==> src/rtl/radio_pkg.sv <==
// radio_pkg: frame layout and sync-state definitions shared by the serial link TX and RX sides
package radio_pkg;
  localparam int FRAME_BITS = 8;
  localparam int CNT_W = $clog2(FRAME_BITS);
  localparam int R0_I_MSB = 7;
  localparam int R0_I_LSB = 6;
  localparam int R0_Q_MSB = 5;
  localparam int R0_Q_LSB = 4;
  localparam int R1_I_MSB = 3;
  localparam int R1_I_LSB = 2;
  localparam int R1_Q_MSB = 1;
  localparam int R1_Q_LSB = 0;
  typedef enum logic [1:0] {HUNT, CHECK, LOCKED} sync_state_t;
endpackage

==> src/rtl/frame_sync_fsm.sv <==
// frame_sync_fsm: hunt/check/locked frame alignment tracker with saturating sync error count
module frame_sync_fsm
  import radio_pkg::*;
#(
  parameter int LOCK_COUNT = 4,
  parameter int MISS_LIMIT = 3
) (
  input  logic             clk,
  input  logic             rst,
  input  logic             sync_in,
  input  logic [CNT_W-1:0] bit_cnt,
  output logic             locked,
  output logic             realign,
  output logic             accept_start,
  output logic [15:0]      err_count
);
  localparam logic [3:0] LOCK_N = 4'(LOCK_COUNT);
  localparam logic [3:0] MISS_N = 4'(MISS_LIMIT);
  sync_state_t state, state_n;
  logic [3:0] good, good_n, miss, miss_n;
  logic [15:0] err_count_n;
  logic frame_err, frame_err_n, err, frame_end, bad_frame;
  assign locked = state == LOCKED;
  always_comb begin
    err = (bit_cnt == '0) != sync_in;
    frame_end = bit_cnt == CNT_W'(FRAME_BITS - 1);
    bad_frame = frame_err | err;
    state_n = state;
    good_n = good;
    miss_n = miss;
    frame_err_n = frame_err;
    err_count_n = err_count;
    accept_start = 1'b0;
    realign = 1'b0;
    case (state)
      HUNT: if (sync_in) begin
        accept_start = 1'b1;
        good_n = 4'd1;
        state_n = (LOCK_COUNT == 1) ? LOCKED : CHECK;
      end
      CHECK: if (bit_cnt == '0) begin
        good_n = good + 4'd1;
        state_n = !sync_in ? HUNT : (good_n >= LOCK_N) ? LOCKED : CHECK;
      end else if (sync_in) begin
        realign = 1'b1;
        good_n = 4'd1;
      end
      LOCKED: begin
        err_count_n = (err && err_count != 16'hFFFF) ? err_count + 16'd1 : err_count;
        frame_err_n = !frame_end && bad_frame;
        miss_n = !frame_end ? miss : bad_frame ? miss + 4'd1 : 4'd0;
        state_n = (frame_end && miss_n >= MISS_N) ? HUNT : LOCKED;
      end
      default: state_n = HUNT;
    endcase
    if (state != LOCKED) begin
      miss_n = 4'd0;
      frame_err_n = 1'b0;
    end
  end
  always_ff @(posedge clk or posedge rst)
    if (rst) begin
      state <= HUNT;
      good <= '0;
      miss <= '0;
      frame_err <= 1'b0;
      err_count <= '0;
    end else begin
      state <= state_n;
      good <= good_n;
      miss <= miss_n;
      frame_err <= frame_err_n;
      err_count <= err_count_n;
    end
endmodule

==> src/rtl/radio_frame_deser.sv <==
// radio_frame_deser: serial I/Q link receiver recovering 8-bit frames into 2-bit I/Q fields
module radio_frame_deser #(
  parameter int LOCK_COUNT = 4,
  parameter int MISS_LIMIT = 3
) (
  input  logic        SYS_CLK,
  input  logic        RST,
  input  logic        DATA_IN,
  input  logic        SYNC_IN,
  output logic [1:0]  R0_I,
  output logic [1:0]  R0_Q,
  output logic [1:0]  R1_I,
  output logic [1:0]  R1_Q,
  output logic        SAMPLE_VALID,
  output logic        LOCKED,
  output logic [15:0] ERR_COUNT
);
  localparam int CW = radio_pkg::CNT_W;
  localparam int FB = radio_pkg::FRAME_BITS;
  logic [CW-1:0] bit_cnt, wr_idx;
  logic [FB-1:0] sreg, sreg_n, frame;
  logic realign, accept_start, start, emit;
  frame_sync_fsm #(.LOCK_COUNT(LOCK_COUNT), .MISS_LIMIT(MISS_LIMIT)) u_fsm (
    .clk(SYS_CLK),
    .rst(RST),
    .sync_in(SYNC_IN),
    .bit_cnt(bit_cnt),
    .locked(LOCKED),
    .realign(realign),
    .accept_start(accept_start),
    .err_count(ERR_COUNT)
  );
  // A (re)aligning sync is frame bit 0, whatever the counter held.
  assign start = accept_start | realign;
  assign wr_idx = start ? '0 : bit_cnt;
  assign emit = LOCKED && bit_cnt == CW'(FB - 1);
  always_comb begin
    sreg_n = sreg;
    sreg_n[wr_idx] = DATA_IN;
  end
  always_ff @(posedge SYS_CLK or posedge RST)
    if (RST) begin
      bit_cnt <= '0;
      sreg <= '0;
      frame <= '0;
      SAMPLE_VALID <= 1'b0;
    end else begin
      bit_cnt <= start ? CW'(1) : bit_cnt + CW'(1);
      sreg <= sreg_n;
      SAMPLE_VALID <= emit;
      if (emit) frame <= sreg_n;
    end
  assign R0_I = frame[radio_pkg::R0_I_MSB:radio_pkg::R0_I_LSB];
  assign R0_Q = frame[radio_pkg::R0_Q_MSB:radio_pkg::R0_Q_LSB];
  assign R1_I = frame[radio_pkg::R1_I_MSB:radio_pkg::R1_I_LSB];
  assign R1_Q = frame[radio_pkg::R1_Q_MSB:radio_pkg::R1_Q_LSB];
endmodule
==> config.mk <==
export PLATFORM = sky130hd
export DESIGN_NAME = radio_frame_deser
export DESIGN_NICKNAME = d
export VERILOG_FILES = /design/src/rtl/radio_pkg.sv /design/src/rtl/frame_sync_fsm.sv /design/src/rtl/radio_frame_deser.sv
export SDC_FILE = /design/constraint.sdc
export NUM_CORES = 1
export LEC_CHECK = 0
export ABC_AREA = 1
export BUFFER_PORTS_ARGS = -buffer_cell sky130_fd_sc_hd__buf_2
export CAP_MARGIN = 25
export CELL_PAD_IN_SITES_DETAIL_PLACEMENT = 2
export CELL_PAD_IN_SITES_GLOBAL_PLACEMENT = 2
export CORE_AREA = 2 2 86 97
export CTS_CLUSTER_SIZE = 10
export DETAILED_ROUTE_END_ITERATION = 6
export DIE_AREA = 0 0 88 99
export PLACE_DENSITY_LB_ADDON = 0.25
export SLEW_MARGIN = 20
export SYNTH_ARGS = -nofsm -noshare
export SYNTH_HDL_FRONTEND = slang
export SYNTH_SLANG_ARGS = --single-unit
==> constraint.sdc <==
create_clock -name SYS_CLK -period 2.3 [get_ports SYS_CLK]
set_input_delay 0.46 -clock SYS_CLK [delete_from_list [all_inputs] [get_ports SYS_CLK]]
set_output_delay 0.46 -clock SYS_CLK [all_outputs]
set_load 0.02 [all_outputs]
# Word-level counts from Yosys, hierarchy flattened
# Index checks and enable logic that the tools add are counted.
[classes]
add_sub_neg = 4
multipliers = 0
n_div = 0
n_lt_le_gt_ge = 4
n_eq_ne = 8
shifts = 0
mux = 24
bitwise_logic = 2
n_reduce_logical = 12
[ops]
columns = ["op", "count"]
rows = [
  ["4-bit two-way mux", 6],
  ["16-bit by 1-bit adder with 16-bit output (second input constant)", 1],
  ["16-bit inequality test (second input constant)", 1],
  ["2-bit two-way mux", 5],
  ["4-bit by 1-bit adder with 4-bit output (second input constant)", 2],
  ["8-bit bitwise mux", 1],
  ["4-bit case mux with 2 select lines", 1],
  ["1-bit two-way mux", 7],
  ["3-bit two-way mux", 2],
  ["2-bit case mux with 3 select lines", 1],
  ["1-bit logical AND", 5],
  ["4-bit by 2-bit greater-or-equal comparator with 1-bit output (second input constant)", 1],
  ["4-bit by 3-bit greater-or-equal comparator with 1-bit output (second input constant)", 1],
  ["3-bit by 4-bit < comparator with 1-bit output (second input constant)", 1],
  ["2-bit inequality test (second input constant)", 2],
  ["2-bit AND reduction", 2],
  ["2-bit nonzero test", 2],
  ["3-bit by 1-bit adder with 3-bit output (second input constant)", 1],
  ["1-bit demux with 3-bit select", 1],
  ["3-bit == test (second input constant)", 1],
  ["3-bit by 1-bit greater-or-equal comparator with 1-bit output (second input constant)", 1],
  ["3-bit zero test", 1],
  ["2-bit by 1-bit == test with 1-bit output (second input constant)", 1],
  ["2-bit == test (second input constant)", 1],
  ["5 further kinds", 6],
]
[word_totals]
ff_bits = 47
latchBits = 0
mem_bits_rw = 0
romBits = 0
input_bits = 4
word_cells = 63
memories = 0

# Logic depth before layout (Yosys ltp)
# Gate-level depths: netlist of run 1.
[logic_depth]
depth_word = 10
mapped_depth = 12

# Cells and area by module
# From an unflattened synthesis of run 1, not the netlist that was laid out.
[unflattened]
cells_unflattened = 350
area_unflattened_um2 = 2653.8
[modules_own_cells]
columns = ["module", "instances", "cells_per_inst", "area_each_um2"]
rows = [
  ["frame_sync_fsm", 1, 233, 1675.4],
  ["radio_frame_deser", 1, 117, 978.4],
]

# Least setup slack after synthesis of run 1
# Ideal clock, no wire load.
[synth_path]
kind = "reg2reg"
from = "reg bit_cnt[0]"
to = "reg u_fsm.err_count[10]"
setup_ps = 65
arrival_ps = 1886
required_ps = 2235
setup_slack_ps = 349
path_stages_with_launch = 11
path_buffers = 2
synth_period_minus_slack_ps = 1951
cell_sequence = "dfrtp_1 -> clkbuf_1 -> inv_1 -> ha_1 -> nand2_1 -> ha_1 -> nor2_2 -> o21a_4 -> buf_6 -> nand2_1 -> nand2_1"
[synth_via]
elab_chain_cells = 4
[synth_lines]
columns = ["item", "line_no", "text"]
rows = [
  ["start: declaration", "radio_frame_deser.sv:20", "logic [CW-1:0] bit_cnt, wr_idx;"],
  ["start signal: assignment", "radio_frame_deser.sv:48", "bit_cnt <= start ? CW'(1) : bit_cnt + CW'(1);"],
  ["3-bit zero test", "frame_sync_fsm.sv:25", "err = (bit_cnt == '0) != sync_in;"],
  ["1-bit inequality test", "frame_sync_fsm.sv:25", ""],
  ["1-bit logical AND", "frame_sync_fsm.sv:49", "err_count_n = (err && err_count != 16'hFFFF) ? err_count + 16'd1 : err_count;"],
  ["2-bit AND reduction (no source line)", "n/a", ""],
  ["end signal: assignment", "frame_sync_fsm.sv:73", "err_count <= err_count_n;"],
  ["end: declaration", "frame_sync_fsm.sv:15", "output logic [15:0] err_count"],
]
# No other way between the ends.
# A chain may end at the register's enable or synchronous reset.

# Final worst setup path of run 1
[layout_path]
from = "reg bit_cnt[1]"
to = "reg sreg[5]"
[layout_via]
elab_chain_cells = 10
word_cells_on_any_way = 11
[layout_lines]
columns = ["item", "line_no", "text"]
rows = [
  ["3-bit zero test", "frame_sync_fsm.sv:41", "CHECK: if (bit_cnt == '0) begin"],
  ["1-bit two-way mux", "frame_sync_fsm.sv:41", ""],
  ["1-bit two-way mux", "frame_sync_fsm.sv:35", "case (state)"],
  ["1-bit bitwise OR", "radio_frame_deser.sv:34", "assign start = accept_start | realign;"],
  ["3-bit two-way mux *", "radio_frame_deser.sv:35", "assign wr_idx = start ? '0 : bit_cnt;"],
  ["3-bit by 4-bit < comparator with 1-bit output (not written as such) or 3-bit by 1-bit greater-or-equal comparator with 1-bit output (tied branches)", "radio_frame_deser.sv:39", "sreg_n[wr_idx] = DATA_IN;"],
  ["1-bit logical AND (not written as such)", "radio_frame_deser.sv:39", ""],
  ["1-bit two-way mux (not written as such)", "radio_frame_deser.sv:39", ""],
  ["1-bit demux with 3-bit select *", "radio_frame_deser.sv:39", ""],
  ["8-bit bitwise mux *", "radio_frame_deser.sv:39", ""],
  ["via sreg_n[5]", "radio_frame_deser.sv:21", "logic [FB-1:0] sreg, sreg_n, frame;"],
  ["end signal: assignment", "radio_frame_deser.sv:49", "sreg <= sreg_n;"],
  ["end: declaration", "radio_frame_deser.sv:21", ""],
]
# Mark *: on every way through the listed nets, which the timed path passes. The rest lies on a longest branch.

==> results of run 1 <==
[cell usage in the layout, fill, tap and decap left out, drive strengths merged, types with 3 or more instances in the layout]
master,Yosys,layout
nor3,3,3
buf,3,34
dfrtp,47,47
xnor2,8,8
a21oi,4,4
and2,9,9
ha,7,7
o21ai,5,5
nor2,36,36
nand3,37,37
clkbuf,1,6
inv,35,35
nand2,118,118
xor2,6,6
[area by class of cell]
class                   instances  area (um^2)
clock buffers                   6         82.6
fillers                       913         4710
repair buffers                 34          183
multi-input cells             243         1250
clock inverters                 2         35.0
flip-flops and latches         47         1180
well taps                     108          135
inverters                      35          131
[worst max path at each step]
stage / startpoint / to / cells after the start / slack (ns)
3_3_place_gp: bit_cnt[1]$_DFF_PP0_ / frame[7]$_DFFE_PP0P_ / 11 / 0.33
3_5_place_dp: bit_cnt[1]$_DFF_PP0_ / frame[4]$_DFFE_PP0P_ / 11 / 0.22
5_1_grt: bit_cnt[1]$_DFF_PP0_ / frame[4]$_DFFE_PP0P_ / 10 / 0.02
2_1_floorplan: bit_cnt[0]$_DFF_PP0_ / u_fsm.err_count[10]$_DFFE_PP0P_ / 10 / 0.35
4_1_cts: bit_cnt[1]$_DFF_PP0_ / frame[1]$_DFFE_PP0P_ / 11 / 0.15
6_report: bit_cnt[1]$_DFF_PP0_ / sreg[5]$_DFF_PP0_ / 9 / 0.20
[cell usage after synthesis, drive strengths merged]
master	number
and2	9
nor3	3
buf	3
o211ai	2
dfrtp	47
ha	7
inv	35
nand4	2
o21a	1
xor2	6
o22ai	2
nand2	118
o21ai	5
nand3	37
clkbuf	1
o31ai	1
nand3b	1
nor2	36
xnor2	8
o21bai	1
a21oi	4
[stage by stage]
stage,power (mW),hold slack (ns)
floorplan,1.77,0.494
global placement,2.01,0.441
detailed placement,2.07,0.447
CTS,2.77,0.0907
global route,2.96,0.0961
finish,2.73,0.0849
[critical path: cells and delay by family, from the launching register on]
kind	cells	cell delay (ns)
DFF	1	0.46
and+or+nand+nor	6	0.96
buffers and inverters	1	0.16
adders and majority gates	2	0.40
[sequential cells by signal (all words and copies together) (netlist names)]
name and flops:
bit_cnt 3, u_fsm.good 4, u_fsm.state 2, u_fsm.err_count 16, frame 8, SAMPLE_VALID 1
u_fsm.frame_err 1, u_fsm.miss 4, sreg 8
[layer usage]
metal  global-route usage, %  part of all wire [%]  vias to the layer above
met1                    20.2                    41                     1149
li1                        -                     -                     1098
met4                    7.22                   2.3                        0
met2                    34.4                    55                       30
met3                    3.18                   2.4                       14
met5                       0                     0                        -
[where the power goes]
group / switching (mW) / internal, mW / leakage (nW)
combinational: 0.615 / 0.324 / 0.838
sequential: 0.147 / 0.995 / 0.564
clock: 0.302 / 0.352 / 0.0612
[cells by family after synthesis]
kind of cell | Yosys count | share of synthesized area (%)
AND/OR/NAND/NOR | 206 | 35.3
flip-flops | 47 | 45.8
buffers and inverters | 39 | 6.33
AO/OA/AOI/OAI | 16 | 4.43
XOR/XNOR | 14 | 4.77
adder cells (fa/ha/maj) | 7 | 3.41
==> run_results.csv, run 1 <==
group,metric,value,unit
worst_setup_path,critical_path_arrival,2.31,ns
logic_synthesis,synth_area_per_cell,7.81,um^2
die,die-area,8710,um^2
sta,period_needed,2.10,ns
power_and_ir_drop,leakage,1.46,nW
clock_tree,clk_pin_slew,0.09,ns
logic_synthesis,yosys.area.top_type,"dfrtp_1",
sta,slew_viol_final,0,
final_layout,design_area,2990,um^2
worst_setup_path,path_common_cell,"nand3_1",
drt,routed_wl,7150,um
drt,vias,2291,
logic_synthesis,postSynthCellCount,329,
worst_setup_path,cp_slowest_cell,"dfrtp_2",
worst_setup_path,required,2.51,ns
final_layout,drive_above_1_share,16.1,%
worst_setup_path,timing.rr.end,"sreg[5]$_DFF_PP0_",
clock_tree,cts_root_buf,"clkbuf_8",
placed_design,placed_cell_area,2860,um^2
clock_tree,clk_latency,0.31,ns
worst_setup_path,cp-end-kind,"flip-flop",
clock_tree,cts_tree,"yes",
die,core,7700,um^2
sta,clock.fmax,477,MHz
final_layout,area_growth,16.5,%
job,cap_violations,0,
sta,slew_headroom,69.1,%
clock_tree,holdBufCountCts,0,
run_status,outcome,"finished, final reports clean",
worst_setup_path,critPathMaxStageDelay,0.46,ns
logic_synthesis,synth_top_area_share,45.8,%
logic_synthesis,synthesis.area,2570,um^2
clock_tree,cts_sinks,47,
sta,clock_skew,0.00610,ns
global_route,gr-usage-all-layers,18.5,%
global_route,grt_overflow_total,0,
placed_design,io_buffers,29,
final_layout,num_antenna_cells,0,
logic_synthesis,synth.area.top_cells,"dfrtp_1 (46%), nand2_1 (17%), nand3_1 (7.0%)",
die,initial_core_util,33.4,%
final_layout,finalNetCount,377,
clock_tree,postCtsSetupRepairBufs,0,
power_and_ir_drop,peakVddDrop,0.342,mV
worst_setup_path,path_max_fanout,7,
sta,post-route-period-util,91.1,%
die,die_w,88,um
sta,rsz0062_at_grt,"false",
drt,ant_nets,0,
placed_design,pre_cts_slack,0.220,ns
clock_tree,cts_max_level,2,
logic_synthesis,yosysSeqAreaShare,45.8,%
global_route,grt_max_degree,21,
clock_tree,cts-resized-gates,0,
worst_setup_path,critical_path_class,"flip-flop to flip-flop",
power_and_ir_drop,p_per_area,914,nW/um^2
logic_synthesis,ys_ff_latch,47,
worst_setup_path,ff2ff_path_depth,9,
global_route,grt_pass1_vias,2503,
drt,drt_iter0_drc,37,
sta,setup_ws,0.204,ns
logic_synthesis,synth_nets,340,
clock_tree,cts_buffers,5,
logic_synthesis,ys_warn_count,0,
final_layout,fin_util,38.9,%
sta,finalSetupViolCount,0,
die,die-height,99,um
final_layout,final_cells,475,
clock_tree,clk_path_buf_depth,2,
placed_design,dp_cells,467,
placed_design,dp_hpwl,5360,um
sta,setup-tns-final,0,ns
sta,hold_violations,0,
worst_setup_path,rrSetupSlack,0.20,ns
sta,worst_pin_slew,0.462,ns
worst_setup_path,r2r-start,"bit_cnt[1]$_DFF_PP0_",
placed_design,gp_congestion,0.793,
die,row_count,34,
drt,first_pass_iters,4,
drt,drt-wirelength-per-cell,15.0,um
drt,route.detailed.drc,0,
drt,vias_per_cell,4.82,
die,ioPinCount,30,
worst_setup_path,path_cells,"inv_1 > ha_1 > nand2_1 > ha_1 > nand3_1 > nand3_1 > nor2_1 > nand3_1 > and2_1",
global_route,grt_first_pass_wirelength,12300,um
worst_setup_path,cp-start-kind,"flip-flop",
worst_hold_path,hold_path.class,"input port to async pin",
logic_synthesis,synth.distinct_cells,28,
global_route,grt_antenna_before_repair,0,
Note: power is estimated with default switching activity, not from simulation.
==> inputs of run 2 (changes only) <==
--- a/config.mk
+++ b/config.mk
@@ -10,11 +10,12 @@
 export CAP_MARGIN = 25
 export CELL_PAD_IN_SITES_DETAIL_PLACEMENT = 2
 export CELL_PAD_IN_SITES_GLOBAL_PLACEMENT = 2
-export CORE_AREA = 2 2 86 97
+export CORE_AREA = 2 2 90 92
 export CTS_CLUSTER_SIZE = 10
 export DETAILED_ROUTE_END_ITERATION = 6
-export DIE_AREA = 0 0 88 99
+export DIE_AREA = 0 0 92 94
 export PLACE_DENSITY_LB_ADDON = 0.25
+export REMOVE_ABC_BUFFERS = 1
 export SLEW_MARGIN = 20
 export SYNTH_ARGS = -nofsm -noshare
 export SYNTH_HDL_FRONTEND = slang
==> run_results.csv, run 2 (synthesis results as in run 1) <==
group,metric,value,unit
drt,first_pass_iters,3,
drt,vias_per_cell,4.77,
global_route,grt_first_pass_wirelength,11700,um
drt,routed_wl,6750,um
drt,drt_iter0_drc,75,
drt,route.detailed.drc,0,
sta,rsz0062_at_grt,"false",
clock_tree,clk_pin_slew,0.09,ns
sta,slew_viol_final,0,
worst_setup_path,ff2ff_path_depth,10,
sta,slew_headroom,64.3,%
sta,clock_skew,0.00669,ns
sta,clock.fmax,500,MHz
clock_tree,postCtsSetupRepairBufs,0,
global_route,grt_max_degree,25,
final_layout,top_register,"u_fsm.err_count",
sta,post-route-period-util,87.0,%
final_layout,largest_reg_flops,16,
sta,hold_slack,0.181,ns
final_layout,design_area,2940,um^2
drt,ant_nets,0,
sta,worst_pin_slew,0.534,ns
final_layout,num_antenna_cells,0,
placed_design,dp_hpwl,5080,um
global_route,grt_antenna_before_repair,0,
drt,drt-wirelength-per-cell,14.5,um
clock_tree,holdBufCountCts,0,
worst_setup_path,rrSetupSlack,0.30,ns
clock_tree,cts_root_buf,"clkbuf_8",
placed_design,io_buffers,29,
clock_tree,clk_path_buf_depth,2,
die,core,7610,um^2
clock_tree,cts_max_level,2,
run_status,outcome,"finished, final reports clean",
global_route,grt_pass1_vias,2429,
global_route,gr-usage-all-layers,17.3,%
clock_tree,clk_latency,0.31,ns
final_layout,final_cell_mix,"nand2_1 (116), dfrtp_1 (47), nand3_1 (36), inv_1 (33)",
final_layout,final_common_cell,"nand2_1",
sta,hold_violations,0,
placed_design,placed_cell_area,2850,um^2
die,initial_core_util,33.8,%
worst_setup_path,path_max_fanout,7,
final_layout,area_growth,14.6,%
die,die-height,94,um
worst_setup_path,timing.rr.end,"sreg[3]$_DFF_PP0_",
power_and_ir_drop,leakage,1.45,nW
worst_setup_path,r2r-start,"bit_cnt[1]$_DFF_PP0_",
clock_tree,cts_sinks,47,
worst_setup_path,critical_path_arrival,2.25,ns
final_layout,finalNetCount,376,
global_route,grt_overflow_total,0,
worst_hold_path,hold_path.class,"input port to async pin",
worst_setup_path,cp-end-kind,"flip-flop",
die,row_count,32,
worst_setup_path,cp-start-kind,"flip-flop",
final_layout,top_regs,"u_fsm.err_count x16, frame x8, sreg x8",
sta,setup-tns-final,0,ns
power_and_ir_drop,p_per_area,870,nW/um^2
placed_design,gp_congestion,0.823,
clock_tree,cts_tree,"yes",
job,cap_violations,0,
sta,period_needed,2.00,ns
sta,finalSetupViolCount,0,
clock_tree,cts-resized-gates,0,
die,die_w,92,um
drt,vias,2228,
clock_tree,cts_buffers,5,
final_layout,drive_above_1_share,14.8,%
die,ioPinCount,30,
worst_setup_path,required,2.55,ns
worst_setup_path,critical_path_class,"flip-flop to flip-flop",
die,die-area,8650,um^2
power_and_ir_drop,peakVddDrop,0.267,mV
[run 2: cell type report]
cell class | instances | area [um^2]
inverter | 35 | 131
clock inverter | 1 | 5.00
tap | 102 | 128
fill | 933 | 4660
sequential | 47 | 1180
clock buffer | 6 | 82.6
multi-input combinational | 243 | 1230
timing repair buffer | 33 | 188
[run 2: worst max path at each step]
stage | start | to | cells past startpoint
2_1_floorplan | bit_cnt[0]$_DFF_PP0_ | frame[4]$_DFFE_PP0P_ | 11
3_3_place_gp | bit_cnt[1]$_DFF_PP0_ | frame[7]$_DFFE_PP0P_ | 11
3_5_place_dp | bit_cnt[1]$_DFF_PP0_ | frame[5]$_DFFE_PP0P_ | 11
4_1_cts | bit_cnt[1]$_DFF_PP0_ | frame[5]$_DFFE_PP0P_ | 11
5_1_grt | bit_cnt[1]$_DFF_PP0_ | frame[3]$_DFFE_PP0P_ | 11
6_report | bit_cnt[1]$_DFF_PP0_ | sreg[3]$_DFF_PP0_ | 10
[run 2: power by group]
part	total, mW	switching, mW	internal, mW
Sequential	1.13	0.136	0.993
Clock	0.521	0.284	0.237
Combinational	0.912	0.596	0.317
[run 2: routing by layer]
metal	routed length (um)	GRT usage [%]	vias up
met3	158	3.21	8
met5	0	0	-
met2	3610	32.0	23
met1	2880	20.3	1099
li1	-	-	1098
met4	96	5.10	0
[run 2: critical path, cell delays in order, from the launching register on]
cell and delay, ns:
dfrtp_1 0.48, inv_2 0.13, ha_1 0.15, nand2_1 0.13
ha_1 0.21, nand3_1 0.17, nand2_1 0.16, nor2_1 0.18
nand3_1 0.10, nand2_1 0.09, and2_1 0.14
[run 2: metrics by stage]
stage          utilization [%]  power (mW)  cells  setup slack (ns)
2_1_floorplan                -        1.76    325             0.492
3_3_place_gp              37.5        2.01    460             0.334
3_5_place_dp              37.5        2.05    460             0.239
4_1_cts                   38.7        2.61    467             0.183
5_1_grt                   38.7        2.80    467           0.00136
6_report                  38.7        2.56    467             0.299
==> inputs of run 3 (changes only) <==
==> constraint.sdc (replaced) <==
create_clock -name SYS_CLK -period 1.89 [get_ports SYS_CLK]
set_input_delay 0.378 -clock SYS_CLK [delete_from_list [all_inputs] [get_ports SYS_CLK]]
set_output_delay 0.378 -clock SYS_CLK [all_outputs]
set_load 0.02 [all_outputs]
==> run_results.csv, run 3 (synthesis results as in run 1) <==
group,metric,value,unit
clock_tree,cts_sinks,47,
global_route,grt_first_pass_wirelength,11800,um
drt,route.detailed.drc,0,
clock_tree,postCtsSetupRepairBufs,0,
worst_hold_path,hold_path.class,"input port to async pin",
drt,vias,2291,
global_route,grt_overflow_total,0,
die,core,7610,um^2
power_and_ir_drop,p_per_area,1070,nW/um^2
clock_tree,cts-resized-gates,0,
clock_tree,cts_max_level,2,
power_and_ir_drop,peakVddDrop,0.334,mV
final_layout,num_antenna_cells,0,
sta,finalSetupViolCount,0,
sta,hold_violations,0,
sta,rsz0062_at_grt,"true",
final_layout,fill_cells,937,
final_layout,finalNetCount,382,
clock_tree,holdBufCountCts,0,
sta,slew_viol_final,0,
drt,drt-wirelength-per-cell,14.4,um
final_layout,top_register,"u_fsm.err_count",
drt,ant_nets,0,
die,die-height,94,um
placed_design,gp_congestion,0.828,
die,initial_core_util,33.8,%
global_route,grt_pass1_vias,2506,
final_layout,drive_above_1_share,17.2,%
clock_tree,cts_buffers,5,
final_layout,design_area,3030,um^2
clock_tree,clk_path_buf_depth,2,
sta,setup_ws,0.127,ns
die,ioPinCount,30,
final_layout,top_regs,"u_fsm.err_count x16, frame x8, sreg x8",
clock_tree,clk_latency,0.31,ns
final_layout,area_growth,17.8,%
die,die-area,8650,um^2
clock_tree,cts_root_buf,"clkbuf_8",
final_layout,final_cell_mix,"nand2_1 (115), dfrtp_1 (47), inv_1 (34), nand3_1 (34)",
sta,post-route-period-util,93.3,%
final_layout,largest_reg_flops,16,
sta,clock_skew,0.0187,ns
worst_setup_path,critical_path_arrival,1.96,ns
placed_design,io_buffers,29,
run_status,outcome,"finished, final reports clean",
worst_setup_path,cp-start-kind,"flip-flop",
sta,clock.fmax,567,MHz
worst_setup_path,critical_path_class,"flip-flop to flip-flop",
power_and_ir_drop,leakage,1.48,nW
clock_tree,cts_tree,"yes",
sta,slew_headroom,72.2,%
drt,first_pass_iters,4,
job,cap_violations,0,
clock_tree,clk_pin_slew,0.10,ns
sta,period_needed,1.76,ns
die,die_w,92,um
drt,vias_per_cell,4.83,
power_and_ir_drop,power,3.22,mW
sta,worst_pin_slew,0.416,ns
final_layout,final_common_cell,"nand2_1",
die,row_count,32,
worst_setup_path,cp-end-kind,"flip-flop",
global_route,grt_max_degree,31,
global_route,grt_antenna_before_repair,0,
placed_design,placed_cell_area,2910,um^2
placed_design,dp_hpwl,5160,um
drt,drt_iter0_drc,51,
worst_setup_path,path_max_fanout,5,
worst_setup_path,required,2.08,ns
global_route,gr-usage-all-layers,17.1,%
placed_design,pre_cts_slack,0.0386,ns
drt,routed_wl,6850,um
-- run 3: changes by cell type in the layout (fill, tap and decap cells not counted), sizes merged --
cell / delta
clkinvlp: +1
buf: +6
-- run 3: area by class of cell --
class	instances	area, um^2	share of cell area, %
multi-input cells	243	1260	41.7
flip-flops and latches	47	1180	38.9
repair buffers	39	245	8.10
inverters	35	131	4.34
well taps	102	128	4.22
clock buffers	6	72.6	2.40
clock inverters	2	12.5	0.413
-- run 3: critical path, cell delays in order (launching register included) --
cell and delay (ns):
dfrtp_1 0.41, inv_1 0.08, ha_1 0.21, nand2_2 0.10, ha_4 0.13, nand3_2 0.14, o211ai_1 0.22, nand3_1 0.18
and2_1 0.20
-- run 3: power breakdown --
part	switching [mW]	internal, mW
combinational	0.793	0.461
sequential	0.151	1.21
clock	0.351	0.260
total	1.30	1.93
-- run 3: through the flow --
step | util [%] | instances | hold slack (ns) | TNS, ns
global route | 39.8 | 474 | 0.0665 | -0.0282
floorplan | - | 325 | 0.494 | 0
finish | 39.8 | 474 | 0.0506 | 0
CTS | 39.4 | 474 | 0.0573 | 0
detailed placement | 38.3 | 466 | 0.400 | 0
global placement | 38.3 | 466 | 0.391 | 0
-- run 3: worst paths after layout --
path	start	endpoint	slack, ns	cells after the start
min in group SYS_CLK	frame[5]$_DFFE_PP0P_	frame[5]$_DFFE_PP0P_	0.49	2
hold / removal	RST	frame[3]$_DFFE_PP0P_	0.05	2
max in group asynchronous	RST	u_fsm.frame_err$_DFF_PP0_	1.30	3
setup / recovery	bit_cnt[0]$_DFF_PP0_	sreg[1]$_DFF_PP0_	0.13	8
hold reg to reg	frame[5]$_DFFE_PP0P_	frame[5]$_DFFE_PP0P_	0.49	2
setup reg to reg	bit_cnt[0]$_DFF_PP0_	sreg[1]$_DFF_PP0_	0.13	8
-- run 3: layer usage --
layer	up-vias	share of wire, %	track usage (%)
li1	1114	-	-
met1	1146	43	19.6
met2	24	54	33.0
met3	7	2.4	2.65
met4	0	1.1	4.48
met5	-	0	0
